### config.mk
export PLATFORM = sky130hd
export DESIGN_NAME = rx_block_lock
export DESIGN_NICKNAME = d
export VERILOG_FILES = /design/src/rtl/rx_block_lock.sv
export SDC_FILE = /design/constraint.sdc
export NUM_CORES = 1
export LEC_CHECK = 0
export BUFFER_PORTS_ARGS = -buffer_cell sky130_fd_sc_hd__buf_2
export CORE_MARGIN = 4
export CORE_UTILIZATION = 45
export CTS_CLUSTER_DIAMETER = 60
export DETAILED_ROUTE_END_ITERATION = 8
export PLACE_DENSITY_LB_ADDON = 0.15
export SYNTH_ARGS = -nofsm -noshare
export SYNTH_HDL_FRONTEND = slang
export SYNTH_SLANG_ARGS = --single-unit
### constraint.sdc
create_clock -name i_rxc -period 5.2 [get_ports i_rxc]
set_input_delay 1.3 -clock i_rxc [delete_from_list [all_inputs] [get_ports i_rxc]]
set_output_delay 1.3 -clock i_rxc [all_outputs]
set_load 0.02 [all_outputs]
### src/rtl/rx_block_lock.sv
// 64b/66b block-lock FSM: watches sync headers, requests gearbox slips until
// alignment is found, then monitors invalid-header rate per test window.
module rx_block_lock #(
   parameter int SH_CNT_MAX     = 64,
   parameter int SH_INVALID_MAX = 16,
   parameter int SLIP_WAIT      = 32
) (
   input  logic       i_rxc,
   input  logic       i_reset,
   input  logic       i_init_done,
   input  logic [1:0] i_rx_header,
   input  logic       i_rx_header_valid,
   output logic       o_slip,
   output logic       o_block_lock,
   output logic       o_rx_valid
);

   localparam int CW = $clog2(SH_CNT_MAX + 1);
   localparam int IW = $clog2(SH_INVALID_MAX + 1);
   localparam int WW = $clog2(SLIP_WAIT + 1);

   typedef enum logic [1:0] {ST_TEST, ST_SLIP, ST_WAIT} state_t;

   state_t          state, state_nx;
   logic [CW-1:0]   sh_cnt, sh_cnt_nx, cnt_inc;
   logic [IW-1:0]   inv_cnt, inv_cnt_nx, inv_inc;
   logic [WW-1:0]   wait_cnt, wait_cnt_nx;
   logic            clr, hdr_ok, eval, acq, drop;
   logic            slip_nx, lock_nx;

   // Transceiver not ready is treated exactly like reset
   assign clr     = i_reset || !i_init_done;
   assign hdr_ok  = i_rx_header[1] ^ i_rx_header[0];
   assign eval    = (state == ST_TEST) && i_rx_header_valid;
   assign cnt_inc = sh_cnt + 1'b1;
   assign inv_inc = inv_cnt + IW'(!hdr_ok);
   // Lock gained on the window-completing good header; lost on the header
   // that fills the invalid budget (wins over window completion)
   assign acq     = eval && !o_block_lock && hdr_ok && (cnt_inc == CW'(SH_CNT_MAX));
   assign drop    = eval && o_block_lock && (inv_inc == IW'(SH_INVALID_MAX));

   assign o_rx_valid = i_rx_header_valid && o_block_lock;

   // State and datapath registers
   always_ff @(posedge i_rxc) begin
      if (clr) begin
         state    <= ST_TEST;
         sh_cnt   <= '0;
         inv_cnt  <= '0;
         wait_cnt <= '0;
      end else begin
         state    <= state_nx;
         sh_cnt   <= sh_cnt_nx;
         inv_cnt  <= inv_cnt_nx;
         wait_cnt <= wait_cnt_nx;
      end
   end

   // Next-state and counter update
   always_comb begin
      state_nx    = state;
      sh_cnt_nx   = sh_cnt;
      inv_cnt_nx  = inv_cnt;
      wait_cnt_nx = wait_cnt;
      case (state)
         ST_TEST: begin
            if (eval) begin
               if (!o_block_lock) begin
                  if (!hdr_ok) begin
                     state_nx   = ST_SLIP;
                     sh_cnt_nx  = '0;
                     inv_cnt_nx = '0;
                  end else if (acq) begin
                     sh_cnt_nx  = '0;
                     inv_cnt_nx = '0;
                  end else begin
                     sh_cnt_nx  = cnt_inc;
                  end
               end else begin
                  if (drop) begin
                     state_nx   = ST_SLIP;
                     sh_cnt_nx  = '0;
                     inv_cnt_nx = '0;
                  end else if (cnt_inc == CW'(SH_CNT_MAX)) begin
                     sh_cnt_nx  = '0;
                     inv_cnt_nx = '0;
                  end else begin
                     sh_cnt_nx  = cnt_inc;
                     inv_cnt_nx = inv_inc;
                  end
               end
            end
         end
         ST_SLIP: begin
            state_nx    = ST_WAIT;
            wait_cnt_nx = WW'(SLIP_WAIT - 1);
         end
         ST_WAIT: begin
            if (wait_cnt == '0) begin
               state_nx   = ST_TEST;
               sh_cnt_nx  = '0;
               inv_cnt_nx = '0;
            end else begin
               wait_cnt_nx = wait_cnt - 1'b1;
            end
         end
         default: state_nx = ST_TEST;
      endcase
   end

   // Next values of the registered outputs
   always_comb begin
      slip_nx = (state_nx == ST_SLIP);
      lock_nx = o_block_lock ? !drop : acq;
   end

   // Output registers: slip is high exactly while the FSM sits in SLIP
   always_ff @(posedge i_rxc) begin
      if (clr) begin
         o_slip       <= 1'b0;
         o_block_lock <= 1'b0;
      end else begin
         o_slip       <= slip_nx;
         o_block_lock <= lock_nx;
      end
   end

endmodule

Word-level counts from Yosys, hierarchy flattened
Index checks and enable logic that the tools add are counted.
- register bits: 22
- input bits: 6
- output and inout bits: 3
- logic and storage cells: 63
- add/subtract/negate cells: 3
- eq/ne operators: 9
- muxes and demuxes: 25
- bitwise logic cells: 1
- reductions and logical operators: 19
- operators with widths (kind ; count):
    $mux 7 ; 7
    $mux 5 ; 7
    $pmux 7 s2 ; 1
    $pmux 6 s2 ; 1
    $mux 2 ; 5
    $pmux 5 s2 ; 1
    $add 7x1->7 const B ; 1
    $eq 7x7->1 const B ; 1
    $logic_and 1x1->1 ; 7
    $logic_not 6->1 ; 1
    $mux 6 ; 1
    $ne 2x2->1 const B ; 3
    $pmux 2 s3 ; 1
    $sub 6x1->6 const B ; 1
    $add 5x1->5 ; 1
    $eq 5x5->1 const B ; 1
    $eq 2x1->1 const B ; 2
    $logic_not 1->1 ; 4
    $ne 4x4->1 const B ; 1
    $reduce_and 4->1 ; 1
    $reduce_bool 2->1 ; 2
    $reduce_and 3->1 ; 1
    $eq 2x2->1 const B ; 1
    $logic_not 2->1 ; 1
    other kinds (4) ; 4

Longest topological paths before layout
Gate-level depths: netlist of the first run.
- depth in word-level cells: 10
- mapped depth: 8
- depth with buffers taken out: 8

Least setup slack after synthesis of the first run
Ideal clock, no wire load.
- kind: input port to flip-flop
- start: input i_rx_header[0]
- end: register inv_cnt[0]
- library setup time: 117 ps
- data arrival time: 2882 ps
- required time: 5083 ps
- path slack: 2201 ps
- stages: 8
- cell sequence: xnor2_1 > ha_1 > ha_1 > nand3_1 > xnor2_1 > a31oi_4 > and2_4 > a22o_1
- longest elaborated chain between the ends: 9
- elaborated cells on any way between the ends: 15
- classes of those cells: 1 x add/sub; 2 x eq/ne; 6 x mux; 1 x bitwise; 5 x reduce/logical
- RTL lines (element ; line ; text):
    from (decl) ; 11 ; input logic [1:0] i_rx_header,
    $xor 1x1->1 (*) ; 33 ; assign hdr_ok = i_rx_header[1] ^ i_rx_header[0];
    $logic_not 1->1 ; - ;
    $add 5x1->5 ; 36 ; assign inv_inc = inv_cnt + IW'(!hdr_ok);
    $eq 5x5->1 ; 40 ; assign drop = eval && o_block_lock && (inv_inc == IW'(SH_INVALID_MAX));
    $logic_and 1x1->1 ; 40 ;
    $mux 5 ; 80 ; if (drop) begin
    $mux 5 ; 68 ; if (!o_block_lock) begin
    $mux 5 ; 67 ; if (eval) begin
    $pmux 5 s2 ; 65 ; case (state)
    to (signal assigned) ; 54 ; inv_cnt <= inv_cnt_nx;
    to (decl) ; 26 ; logic [IW-1:0] inv_cnt, inv_cnt_nx, inv_inc;
Every way passes the cells marked *; elsewhere a longest branch is shown, timed or not. The select of a mux whose other input is x is not followed.
A chain may end at the register's enable or synchronous reset.

Final worst setup path of the first run
- start: input i_rx_header[0]
- end: register sh_cnt[1]
- longest elaborated chain between the ends: 9
- elaborated cells on any way between the ends: 13
- classes of those cells: 1 x add/sub; 1 x eq/ne; 6 x mux; 1 x bitwise; 4 x reduce/logical
- RTL lines (element ; line ; text):
    $xor 1x1->1 (*) ; 33 ;
    $logic_not 1->1 ; - ;
    $add 5x1->5 ; 36 ;
    $eq 5x5->1 ; 40 ;
    $logic_and 1x1->1 ; 40 ;
    $mux 7 ; 80 ;
    $mux 7 (*) ; 68 ;
    $mux 7 (*) ; 67 ;
    $pmux 7 s2 (*) ; 65 ;
    to (signal assigned) ; 53 ; sh_cnt <= sh_cnt_nx;
    to (decl) ; 25 ; logic [CW-1:0] sh_cnt, sh_cnt_nx, cnt_inc;
Marks and branches as above.

==> out/results.tsv, run 1 <==
stage	metric	value	unit
yosys	ys async rst share	0	%
yosys	Primary FF master, synth	dfxtp_1	
worst_setup_path	r2r startpoint	state[1]$_SDFF_PP0_	
yosys	area leader, netlist	dfxtp_1	
worst_setup_path	CP Launch Point	i_rx_header[0]	
yosys	Distinct cells, synth	50	
outcome	outcome	completed	
yosys	Mapped Nets	164	
clocking	# Post-CTS Setup Buffers	0	
routing	WL met3	92	microns
clocking	htree depth	1	
power_and_ir_drop	Pleak	0.520	nW
routing	routed len/inst	14.7	microns
floorplan	Die W	62.1	microns
timing	RSZ-0062 raised after global routing	false	
clocking	clock sink count	22	
timing	final-report setup violation count	0	
clocking	hold buffer count at CTS	0	
worst_setup_path	CP Launch Type	input port	
global_routing	GRT Residual Overflow	0	
worst_hold_path	HP Class	flip-flop to flip-flop	
worst_setup_path	Critical Path Sink	sh_cnt[1]$_SDFFE_PP0P_	
global_routing	vias in the first global route	1114	
routing	DR vias	1158	
timing	fin crit share	57.3	%
routing	Top Metal Used	met4	
run	Max-Cap Viols	0	
clocking	Clock Pin Slew Worst Setup and Hold Paths	0.12	ns
cells_and_area	Final Instance Count excl. Fillers	191	
worst_hold_path	Hold Path Origin	inv_cnt[0]$_SDFFE_PP0P_	
floorplan	starting density of the core	47.4	%
global_routing	first-pass GRT wire length	4.91	mm
worst_setup_path	Worst Path Arrival	3.19	ns
timing	fmax	335	MHz
yosys	cell area after synthesis	1320	sq um
timing	Max transition margin	56.7	%
worst_setup_path	Reg2Reg Depth	4	
worst_setup_path	Setup CP Type	input port to flip-flop	
routing	Metal-1 WL	1.28	mm
cells_and_area	Post-layout nets	173	
timing	Final Max Tran Viols	0	
timing	clk_skew	0.00436	ns
yosys	FF+latch count, synth	22	
worst_setup_path	WP data required	5.41	ns
cells_and_area	fraction of layout cells with a size suffix above 1	14.4	%
routing	Initial DRC Count	45	
global_routing	largest net degree at the start of global routing	20	
worst_setup_path	nature of the critical path endpoint	flip-flop	
power_and_ir_drop	P per Cell Area	205	nW/um^2
yosys	number of synthesized flops with an enable pin	0	
yosys	cells after synthesis	153	
clocking	Clock Tree Buf Depth	2	
routing	Met2 Wirelength	1.40	mm
yosys	Post-Syn Area per Cell	8.61	sq um
global_routing	initial antenna violation count	0	
cells_and_area	Syn-to-layout area delta	5.89	%
floorplan	Cell Rows	19	
worst_setup_path	FF-to-FF setup slack	3.11	ns
placed_design	Routability Congestion	0.842	
routing	Pre-antenna DRT Iters	4	
worst_setup_path	R2R Path End	sh_cnt[1]$_SDFFE_PP0P_	
timing	worst slew pin tran	0.644	ns
clocking	clock latency on the worst-skew pair	0.30	ns
clocking	CTS tree	yes	
floorplan	I/O pins	9	
floorplan	area of the core	2780	sq um
clocking	CTS buffer count	3	
timing	post-layout minimum cycle time	2.98	ns
yosys	post-synthesis sequential area ratio	33.4	%
floorplan	DIE HEIGHT	62.1	microns
worst_setup_path	crit-path max FO	7	
routing	DR DRC count	0	
routing	DR vias/cell	6.06	
yosys	top cell type's share of synthesized area	33.4	%
floorplan	Die Area	3860	sq um
cells_and_area	ANT cells	0	
routing	Routed Antenna Nets	0	
yosys	Synth warnings	0	
placed_design	Buffers on Ports	8	
clocking	clk root buf	clkbuf_4	
timing	Final Hold Viols	0	
timing	minimum hold slack	0.503	ns
clocking	post-cts repair resize count	0	
routing	wirelength, routed	2.80	mm
global_routing	GR Util All Layers	15.1	%
timing	final setup TNS	0	ns
power_and_ir_drop	maximum VDD drop	131	uV
placed_design	DP HPWL	2.07	mm
placed_design	Inst Count DP	188	
yosys	Synth area leaders	dfxtp_1, ha_1, nand2_1	
-- stage by stage --
step	cell area [sq um]	worst slack, ns	util (%)	power, W
after floorplan	1320	2.20	-	0.000204
after global placement	1370	1.94	49.3	0.000212
after detailed placement	1370	1.88	49.3	0.000213
after CTS	1400	2.21	50.2	0.000289
after global routing	1400	2.11	50.2	0.000304
final	1400	2.22	50.2	0.000286
-- cell usage in the layout, fill, tap and decap left out, types with 5 or more instances in the layout --
cell type,count
ha_1,5
nand2_1,15
nor2_1,15
dfxtp_1,22
o21ai_0,11
nand3_1,10
inv_1,8
a21oi_1,7
buf_2,8
-- cells by family (layout without fill, tap and decap cells) --
| group | count (synthesis) | after routing | share of synthesized area [%] |
|---|---|---|---|
| AOI/OAI and AO/OA | 44 | 44 | 25.5 |
| xor gates and xnor gates | 4 | 4 | 2.66 |
| adders and majority gates | 5 | 5 | 4.75 |
| buffers and inverters | 13 | 20 | 4.37 |
| DFF | 22 | 22 | 33.4 |
| muxes | 1 | 1 | 1.71 |
| and+or+nand+nor | 64 | 64 | 27.6 |
-- synth_stat cells, types with 2 or more instances --
master    count
nand2b_1      2
and3_1        2
clkbuf_1      2
ha_1          5
a41oi_1       2
a32o_1        3
and2_1        3
xnor2_1       2
dfxtp_1      22
nand3b_1      2
a31oi_1       2
nor4_1        3
o21ai_0      11
nor2_1       15
nand4b_1      2
xor2_1        2
inv_1         8
nand2_1      15
a21oi_1       7
o211ai_1      2
nand3_1      10
a22o_1        3
-- registers in the layout (all words and copies together) (netlist names) --
| name | count |
|---|---|
| sh_cnt | 7 |
| wait_cnt | 6 |
| inv_cnt | 5 |
| state | 2 |
| o_block_lock | 1 |
| o_slip | 1 |
-- metal layers --
layer	track usage, %	vias to the layer above
met4	4.07	0
li1	-	589
met5	0	-
met3	2.70	4
met2	25.9	20
met1	19.3	545
-- power breakdown --
group,internal (W),switching [W]
Clock,0.0000270,0.0000493
Combinational,0.0000134,0.0000220
Sequential,0.000171,0.00000312
-- critical path, stage by stage --
cell and delay [ns]:
buf_2 0.10, xnor2_1 0.22, ha_1 0.21, ha_1 0.22, nand3_1 0.11, xnor2_1 0.38
a41oi_2 0.30, a32o_1 0.34
-- worst min-delay path by stage --
stage,endpoint,slack [ns],cells after the start
global route,inv_cnt[0]$_SDFFE_PP0P_,0.53,1
detailed placement,inv_cnt[0]$_SDFFE_PP0P_,0.48,1
floorplan,inv_cnt[0]$_SDFFE_PP0P_,0.45,1
global placement,inv_cnt[0]$_SDFFE_PP0P_,0.47,1
CTS,inv_cnt[0]$_SDFFE_PP0P_,0.51,1
finish,inv_cnt[0]$_SDFFE_PP0P_,0.50,1
-- final cells by class --
cell class,count,area (sq um)
clock buffers,3,22.5
fillers,269,1390
inverters,9,33.8
multi-input cells,118,820
flip-flops and latches,22,440
well taps,31,38.8
repair buffers,8,40.0
(Power assumes the default switching activity.)
==> run 2, diff against run 1 <==
- clock period: 5.2 -> 2.92 ns (I/O delays scaled with it)
==> out/results.tsv, run 2 (synthesized netlist as in run 1, its figures left out) <==
stage	metric	value	unit	change
outcome	outcome	completed		
worst_setup_path	Critical-path top delay cell	xnor2_1		
floorplan	starting density of the core	47.4	%	unchanged
power_and_ir_drop	Pleak	0.538	nW	+3.4%
worst_setup_path	CP Launch Point	i_rx_header[0]		
placed_design	DP HPWL	2.07	mm	about the same
clocking	hold buffer count at CTS	0		unchanged
cells_and_area	fin util	51.2	%	+1.0 points
timing	final-report setup violation count	0		unchanged
worst_setup_path	worst-path cell chain	buf_2 -> xnor2_1 -> ha_1 -> ha_1 -> nand3_1 -> xnor2_1 -> a41oi_2 -> a32o_1		
placed_design	Routability Congestion	0.847		+0.62%
power_and_ir_drop	Clk pwr share	31.0	%	+4.3 points
global_routing	largest net degree at the start of global routing	18		-10%
power_and_ir_drop	switching power	0.000137	W	+84%
clocking	post-cts repair resize count	0		unchanged
routing	DR DRC count	0		unchanged
clocking	clock sink count	22		unchanged
clocking	CTS buffer count	3		unchanged
worst_hold_path	worst hold path cell count	2		+1
cells_and_area	Biggest register	sh_cnt		
worst_setup_path	Stages on worst setup path	8		unchanged
power_and_ir_drop	maximum VDD drop	279	uV	+110%
worst_setup_path	worst path bufs/invs	1		unchanged
placed_design	Buffers on Ports	8		unchanged
routing	Routed Antenna Nets	0		unchanged
power_and_ir_drop	Pwr Total	0.000542	W	+90%
worst_setup_path	R2R Path End	sh_cnt[1]$_SDFFE_PP0P_		
timing	Final Max Tran Viols	0		unchanged
floorplan	Die Area	3860	sq um	unchanged
worst_setup_path	Reg2Reg Depth	6		+2
cells_and_area	Syn-to-layout area delta	8.07	%	
cells_and_area	ANT cells	0		unchanged
worst_setup_path	FF-to-FF setup slack	0.93	ns	-2.18 ns
timing	clk_skew	0.00104	ns	-0.00332 ns
power_and_ir_drop	Internal	0.000405	W	+92%
worst_setup_path	Critical Path Sink	sh_cnt[1]$_SDFFE_PP0P_		
worst_setup_path	nature of the critical path endpoint	flip-flop		
routing	wirelength, routed	2.72	mm	-3.1%
floorplan	area of the core	2780	sq um	unchanged
timing	Final Hold Viols	0		unchanged
timing	Max transition margin	64.0	%	+7.3 points
worst_setup_path	r2r startpoint	inv_cnt[0]$_SDFFE_PP0P_		
routing	Pre-antenna DRT Iters	4		unchanged
clocking	clock latency on the worst-skew pair	0.30	ns	about the same
power_and_ir_drop	P per Cell Area	381	nW/um^2	+86%
global_routing	GRT Residual Overflow	0		unchanged
clocking	Clock Tree Buf Depth	2		unchanged
global_routing	first-pass GRT wire length	5.01	mm	+2.1%
clocking	# Post-CTS Setup Buffers	0		unchanged
worst_setup_path	WP data required	3.13	ns	-2.28 ns
routing	DR vias	1138		-1.7%
timing	final setup TNS	0	ns	unchanged
routing	DR vias/cell	5.87		-3.2%
timing	RSZ-0062 raised after global routing	false		
worst_setup_path	CP peak stage delay	0.38	ns	about the same
cells_and_area	largest registers	sh_cnt (7), wait_cnt (6), inv_cnt (5)		
power_and_ir_drop	sequential power share	57.1	%	-3.8 points
cells_and_area	commonest non-fill, non-tap cell in the layout	dfxtp_1		
worst_setup_path	CP Launch Type	input port		
timing	fmax	409	MHz	
worst_hold_path	HP Class	flip-flop to flip-flop		
clocking	Clock Pin Slew Worst Setup and Hold Paths	0.12	ns	about the same
cells_and_area	most frequent cells in the layout	dfxtp_1, nand2_1, nor2_1		
timing	worst slew pin tran	0.535	ns	-0.109 ns
worst_hold_path	Hold Path Origin	sh_cnt[0]$_SDFFE_PP0P_		
worst_setup_path	Worst Path Arrival	2.66	ns	-0.53 ns
floorplan	Die W	62.1	microns	unchanged
timing	post-layout minimum cycle time	2.45	ns	
power_and_ir_drop	combinational share of power	11.9	%	-0.5 points
run	Max-Cap Viols	0		unchanged
routing	routed len/inst	14.0	microns	-4.6%
clocking	CTS tree	yes		
worst_setup_path	Setup CP Type	input port to flip-flop		
global_routing	vias in the first global route	1145		+2.8%
global_routing	initial antenna violation count	0		unchanged
timing	fin crit share	83.8	%	
global_routing	GR Util All Layers	15.4	%	+0.25 points
worst_setup_path	crit-path max FO	7		unchanged
cells_and_area	fraction of layout cells with a size suffix above 1	16.0	%	+1.6 points
cells_and_area	max reg flops	7		unchanged
cells_and_area	Post-layout nets	175		+1.2%
floorplan	DIE HEIGHT	62.1	microns	unchanged
floorplan	I/O pins	9		unchanged
clocking	htree depth	1		unchanged
power_and_ir_drop	switching share of power	25.2	%	-0.83 points
routing	Initial DRC Count	92		+100%
worst_setup_path	Crit path max-delay family	compound AO/OA/AOI/OAI gates		
clocking	clk root buf	clkbuf_4		
floorplan	Cell Rows	19		unchanged
-- run 2: cell count changes in the layout (fill, tap and decap cells not counted) --
cell and delta:
buf_4 +2, clkbuf_8 +1
-- run 2: tightest hold or removal path: cells and delay by family, from the launching register on --
| family | cells | cell delay, ns |
|---|---|---|
| compound gates | 1 | 0.06 |
| simple gates | 1 | 0.06 |
| flops | 1 | 0.35 |
-- run 2: power by group through the flow --
stage           logic, W  clock network [W]  registers, W
4_1_cts        0.0000651           0.000173      0.000309
6_report       0.0000644           0.000168      0.000309
3_5_place_dp   0.0000648                  0      0.000316
5_1_grt        0.0000740           0.000188      0.000310
3_3_place_gp   0.0000632                  0      0.000316
2_1_floorplan  0.0000482                  0      0.000315
-- run 2: cell type report --
| cell class | instances | area [sq um] |
|---|---|---|
| fillers | 272 | 1360 |
| multi-input cells | 118 | 820 |
| flip-flops and latches | 22 | 440 |
| repair buffers | 10 | 55.1 |
| well taps | 31 | 38.8 |
| clock buffers | 4 | 36.3 |
| inverters | 9 | 33.8 |
-- run 2: how the worst min path moves through the flow --
| stage | to | slack, ns |
|---|---|---|
| 3_3_place_gp | inv_cnt[0]$_SDFFE_PP0P_ | 0.47 |
| 2_1_floorplan | inv_cnt[0]$_SDFFE_PP0P_ | 0.45 |
| 3_5_place_dp | inv_cnt[0]$_SDFFE_PP0P_ | 0.47 |
| 6_report | sh_cnt[0]$_SDFFE_PP0P_ | 0.51 |
| 5_1_grt | sh_cnt[0]$_SDFFE_PP0P_ | 0.54 |
| 4_1_cts | sh_cnt[0]$_SDFFE_PP0P_ | 0.51 |
-- run 2: metrics by stage --
step | std cells | setup WS [ns] | area, sq um | hold slack (ns)
3_5_place_dp | 190 | 0.129 | 1390 | 0.473
3_3_place_gp | 190 | 0.229 | 1390 | 0.472
5_1_grt | 194 | 0.349 | 1420 | 0.535
2_1_floorplan | 153 | 0.491 | 1320 | 0.449
6_report | 194 | 0.472 | 1420 | 0.508
4_1_cts | 194 | 0.473 | 1420 | 0.511
-- run 2: routing by layer --
layer	global-route usage, %	routed length (microns)	up-vias
met4	3.25	14	0
met3	2.70	53	2
met2	26.9	1360	11
met1	19.5	1290	537
met5	0	0	-
li1	-	-	588
==> run 3, diff against run 2 <==
- ABC_AREA: default -> 1
- clock period: 2.92 -> 2.31 ns (I/O delays scaled with it)
==> out/results.tsv, run 3 <==
stage	metric	value	unit	change
outcome	outcome	completed		
clocking	Clock Pin Slew Worst Setup and Hold Paths	0.12	ns	about the same
yosys	Distinct cells, synth	26		-48%
placed_design	Routability Congestion	0.899		+6.1%
power_and_ir_drop	Internal	0.000525	W	+29%
routing	routed len/inst	12.3	microns	-12%
floorplan	area of the core	2780	sq um	unchanged
timing	final-report setup violation count	0		unchanged
clocking	CTS buffer count	3		unchanged
yosys	most frequent cell after synthesis	nand2_1		
cells_and_area	fin util	52.6	%	+1.4 points
yosys	post-synthesis sequential area ratio	33.2	%	-0.25 points
floorplan	Die Area	3880	sq um	+0.66%
global_routing	GR Util All Layers	16.8	%	+1.5 points
yosys	largest family of logic cells by synthesized area	simple AND/OR/NAND/NOR gates		
clocking	clock latency on the worst-skew pair	0.31	ns	about the same
yosys	Synth warnings	0		unchanged
worst_setup_path	Setup CP Type	input port to flip-flop		
worst_setup_path	Worst Path Arrival	2.32	ns	-0.34 ns
placed_design	Setup WS pre-CTS	-0.109	ns	-0.238 ns
power_and_ir_drop	sequential power share	55.1	%	-2.0 points
timing	Final Hold Viols	0		unchanged
timing	fin crit share	92.1	%	
yosys	Primary FF master, synth	dfxtp_1		
yosys	Post-Synth XOR/XNOR Area	1.98	%	-0.68 points
placed_design	post-place instance area	1420	sq um	+2.6%
yosys	Synth Area in Simple Gates	40.2	%	+13 points
worst_setup_path	Critical-path top delay cell	ha_1		
worst_setup_path	nature of the critical path endpoint	flip-flop		
timing	Max transition margin	67.7	%	+3.7 points
clocking	Clock Tree Buf Depth	2		unchanged
timing	RSZ-0062 raised after global routing	false		
yosys	cells after synthesis	198		+29%
clocking	htree depth	1		unchanged
routing	Pre-antenna DRT Iters	4		unchanged
worst_setup_path	worst path bufs/invs	3		+2
yosys	Synth area leaders	dfxtp_1, nand2_1, a21oi_1		
yosys	post-synthesis mux area share	0	%	-1.7 points
cells_and_area	fraction of layout cells with a size suffix above 1	15.6	%	-0.38 points
clocking	post-cts repair resize count	0		unchanged
routing	DR DRC count	0		unchanged
worst_setup_path	CP Launch Type	input port		
floorplan	I/O pins	9		unchanged
worst_setup_path	WP data required	2.50	ns	-0.63 ns
timing	clk_skew	0.00540	ns	+0.00436 ns
yosys	Commonest cells post-synth	nand2_1, inv_1, nor2_1		
cells_and_area	commonest non-fill, non-tap cell in the layout	nand2_1		
power_and_ir_drop	maximum VDD drop	292	uV	+4.7%
routing	Routed Antenna Nets	0		unchanged
placed_design	DP HPWL	2.27	mm	+9.8%
yosys	Synth Area in Adders	4.71	%	-0.036 points
yosys	FF+latch count, synth	22		unchanged
placed_design	Buffers on Ports	8		unchanged
floorplan	DIE HEIGHT	62.3	microns	+0.33%
yosys	number of synthesized flops with an enable pin	0		unchanged
cells_and_area	Post-layout nets	224		+28%
routing	DR vias/cell	5.35		-8.8%
global_routing	first-pass GRT wire length	5.55	mm	+11%
floorplan	starting density of the core	47.7	%	+0.36 points
floorplan	Die W	62.3	microns	+0.33%
floorplan	Cell Rows	19		unchanged
cells_and_area	Syn-to-layout area delta	10.2	%	
placed_design	Inst Count DP	239		+26%
yosys	Mapped Nets	209		+27%
global_routing	vias in the first global route	1302		+14%
cells_and_area	ANT cells	0		unchanged
timing	fmax	470	MHz	
global_routing	largest net degree at the start of global routing	14		-4
power_and_ir_drop	Pleak	0.592	nW	+10%
worst_setup_path	CP peak stage delay	0.31	ns	-0.07 ns
timing	worst slew pin tran	0.485	ns	-0.0502 ns
power_and_ir_drop	Pwr Total	0.000722	W	+33%
clocking	hold buffer count at CTS	0		unchanged
power_and_ir_drop	switching share of power	27.3	%	+2.1 points
global_routing	GRT Residual Overflow	0		unchanged
power_and_ir_drop	switching power	0.000197	W	+44%
worst_setup_path	Crit path max-delay family	simple AND/OR/NAND/NOR gates		
cells_and_area	final instance area	1460	sq um	+2.7%
routing	DR vias	1300		+14%
power_and_ir_drop	combinational share of power	15.6	%	+3.7 points
global_routing	initial antenna violation count	0		unchanged
clocking	clk root buf	clkbuf_4		
yosys	ys async rst share	0	%	unchanged
worst_hold_path	HP Class	flip-flop to flip-flop		
routing	wirelength, routed	2.99	mm	+9.9%
routing	Initial DRC Count	98		+6.5%
power_and_ir_drop	Clk pwr share	29.3	%	-1.7 points
clocking	CTS tree	yes		
clocking	clock sink count	22		unchanged
yosys	area leader, netlist	dfxtp_1		
cells_and_area	Final Instance Count excl. Fillers	243		+25%
yosys	cell area after synthesis	1330	sq um	+0.76%
cells_and_area	most frequent cells in the layout	nand2_1, inv_1, nor2_1		
run	Max-Cap Viols	0		unchanged
worst_setup_path	worst-path cell chain	buf_2 -> xor2_1 -> inv_1 -> ha_1 -> ha_1 -> nor2_1 -> nand3_1 -> nor2_1 -> nand3_1 -> nand2_2 -> inv_2 -> nand2_1 -> nand2_2 -> nand2_1 -> a21oi_1		
cells_and_area	largest registers	sh_cnt (7), wait_cnt (6), inv_cnt (5)		
timing	Final Max Tran Viols	0		unchanged
cells_and_area	Biggest register	sh_cnt		
yosys	top cell type's share of synthesized area	33.2	%	-0.25 points
clocking	# Post-CTS Setup Buffers	0		unchanged
power_and_ir_drop	P per Cell Area	493	nW/um^2	+30%
cells_and_area	max reg flops	7		unchanged
yosys	compound-gate portion of the synthesized area	11.6	%	-14 points
yosys	Post-Syn Area per Cell	6.70	sq um	-22%
worst_setup_path	crit-path max FO	6		-1
timing	post-route setup slack	0.182	ns	-0.291 ns
timing	post-layout minimum cycle time	2.13	ns	
[run 3: through the flow]
step,setup TNS [ns],hold WS [ns]
floorplan,0,0.444
global placement,-0.0733,0.454
detailed placement,-0.581,0.469
CTS,0,0.489
global route,0,0.522
finish,0,0.481
[run 3: kinds of logic after synthesis]
| group | Yosys count |
|---|---|
| simple gates | 113 |
| buf+inv | 28 |
| compound gates | 27 |
| flops | 22 |
| fa+ha+maj | 5 |
| xor+xnor | 3 |
[run 3: final cells by class]
class,count,area [sq um]
Fill cell,265,1320
Inverter,26,97.6
Clock buffer,4,36.3
Sequential cell,22,440
Multi-Input combinational cell,148,779
Tap cell,31,38.8
Timing Repair Buffer,12,70.1
[run 3: metal layers]
layer | track usage (%) | wire length [microns] | vias up
li1 | - | - | 671
met1 | 19.8 | 1370 | 599
met2 | 30.3 | 1480 | 24
met3 | 2.34 | 89 | 6
met4 | 6.63 | 43 | 0
met5 | 0 | 0 | -
[run 3: final timing paths]
path / depth (start not counted) / endpoint / slack (ns) / startpoint
worst max-delay path: 15 / sh_cnt[0]$_SDFFE_PP0P_ / 0.18 / i_rx_header[0]
worst min-delay path: 2 / wait_cnt[0]$_SDFFE_PP0P_ / 0.48 / wait_cnt[0]$_SDFFE_PP0P_
worst max register to register: 12 / sh_cnt[0]$_SDFFE_PP0P_ / 0.44 / inv_cnt[0]$_SDFFE_PP0P_
worst min register to register: 2 / wait_cnt[0]$_SDFFE_PP0P_ / 0.48 / wait_cnt[0]$_SDFFE_PP0P_
[run 3: power groups by stage]
stage	combinational (W)	clock, W	sequential (W)
6_report	0.000112	0.000211	0.000398
5_1_grt	0.000129	0.000242	0.000400
4_1_cts	0.000113	0.000219	0.000398
3_5_place_dp	0.000110	0	0.000406
3_3_place_gp	0.000107	0	0.000406
2_1_floorplan	0.0000813	0	0.000405
[run 3: worst min-delay path: stages (launching register included)]
cell     delay, ns
dfxtp_1       0.33
nand2_1       0.06
a21oi_1       0.06
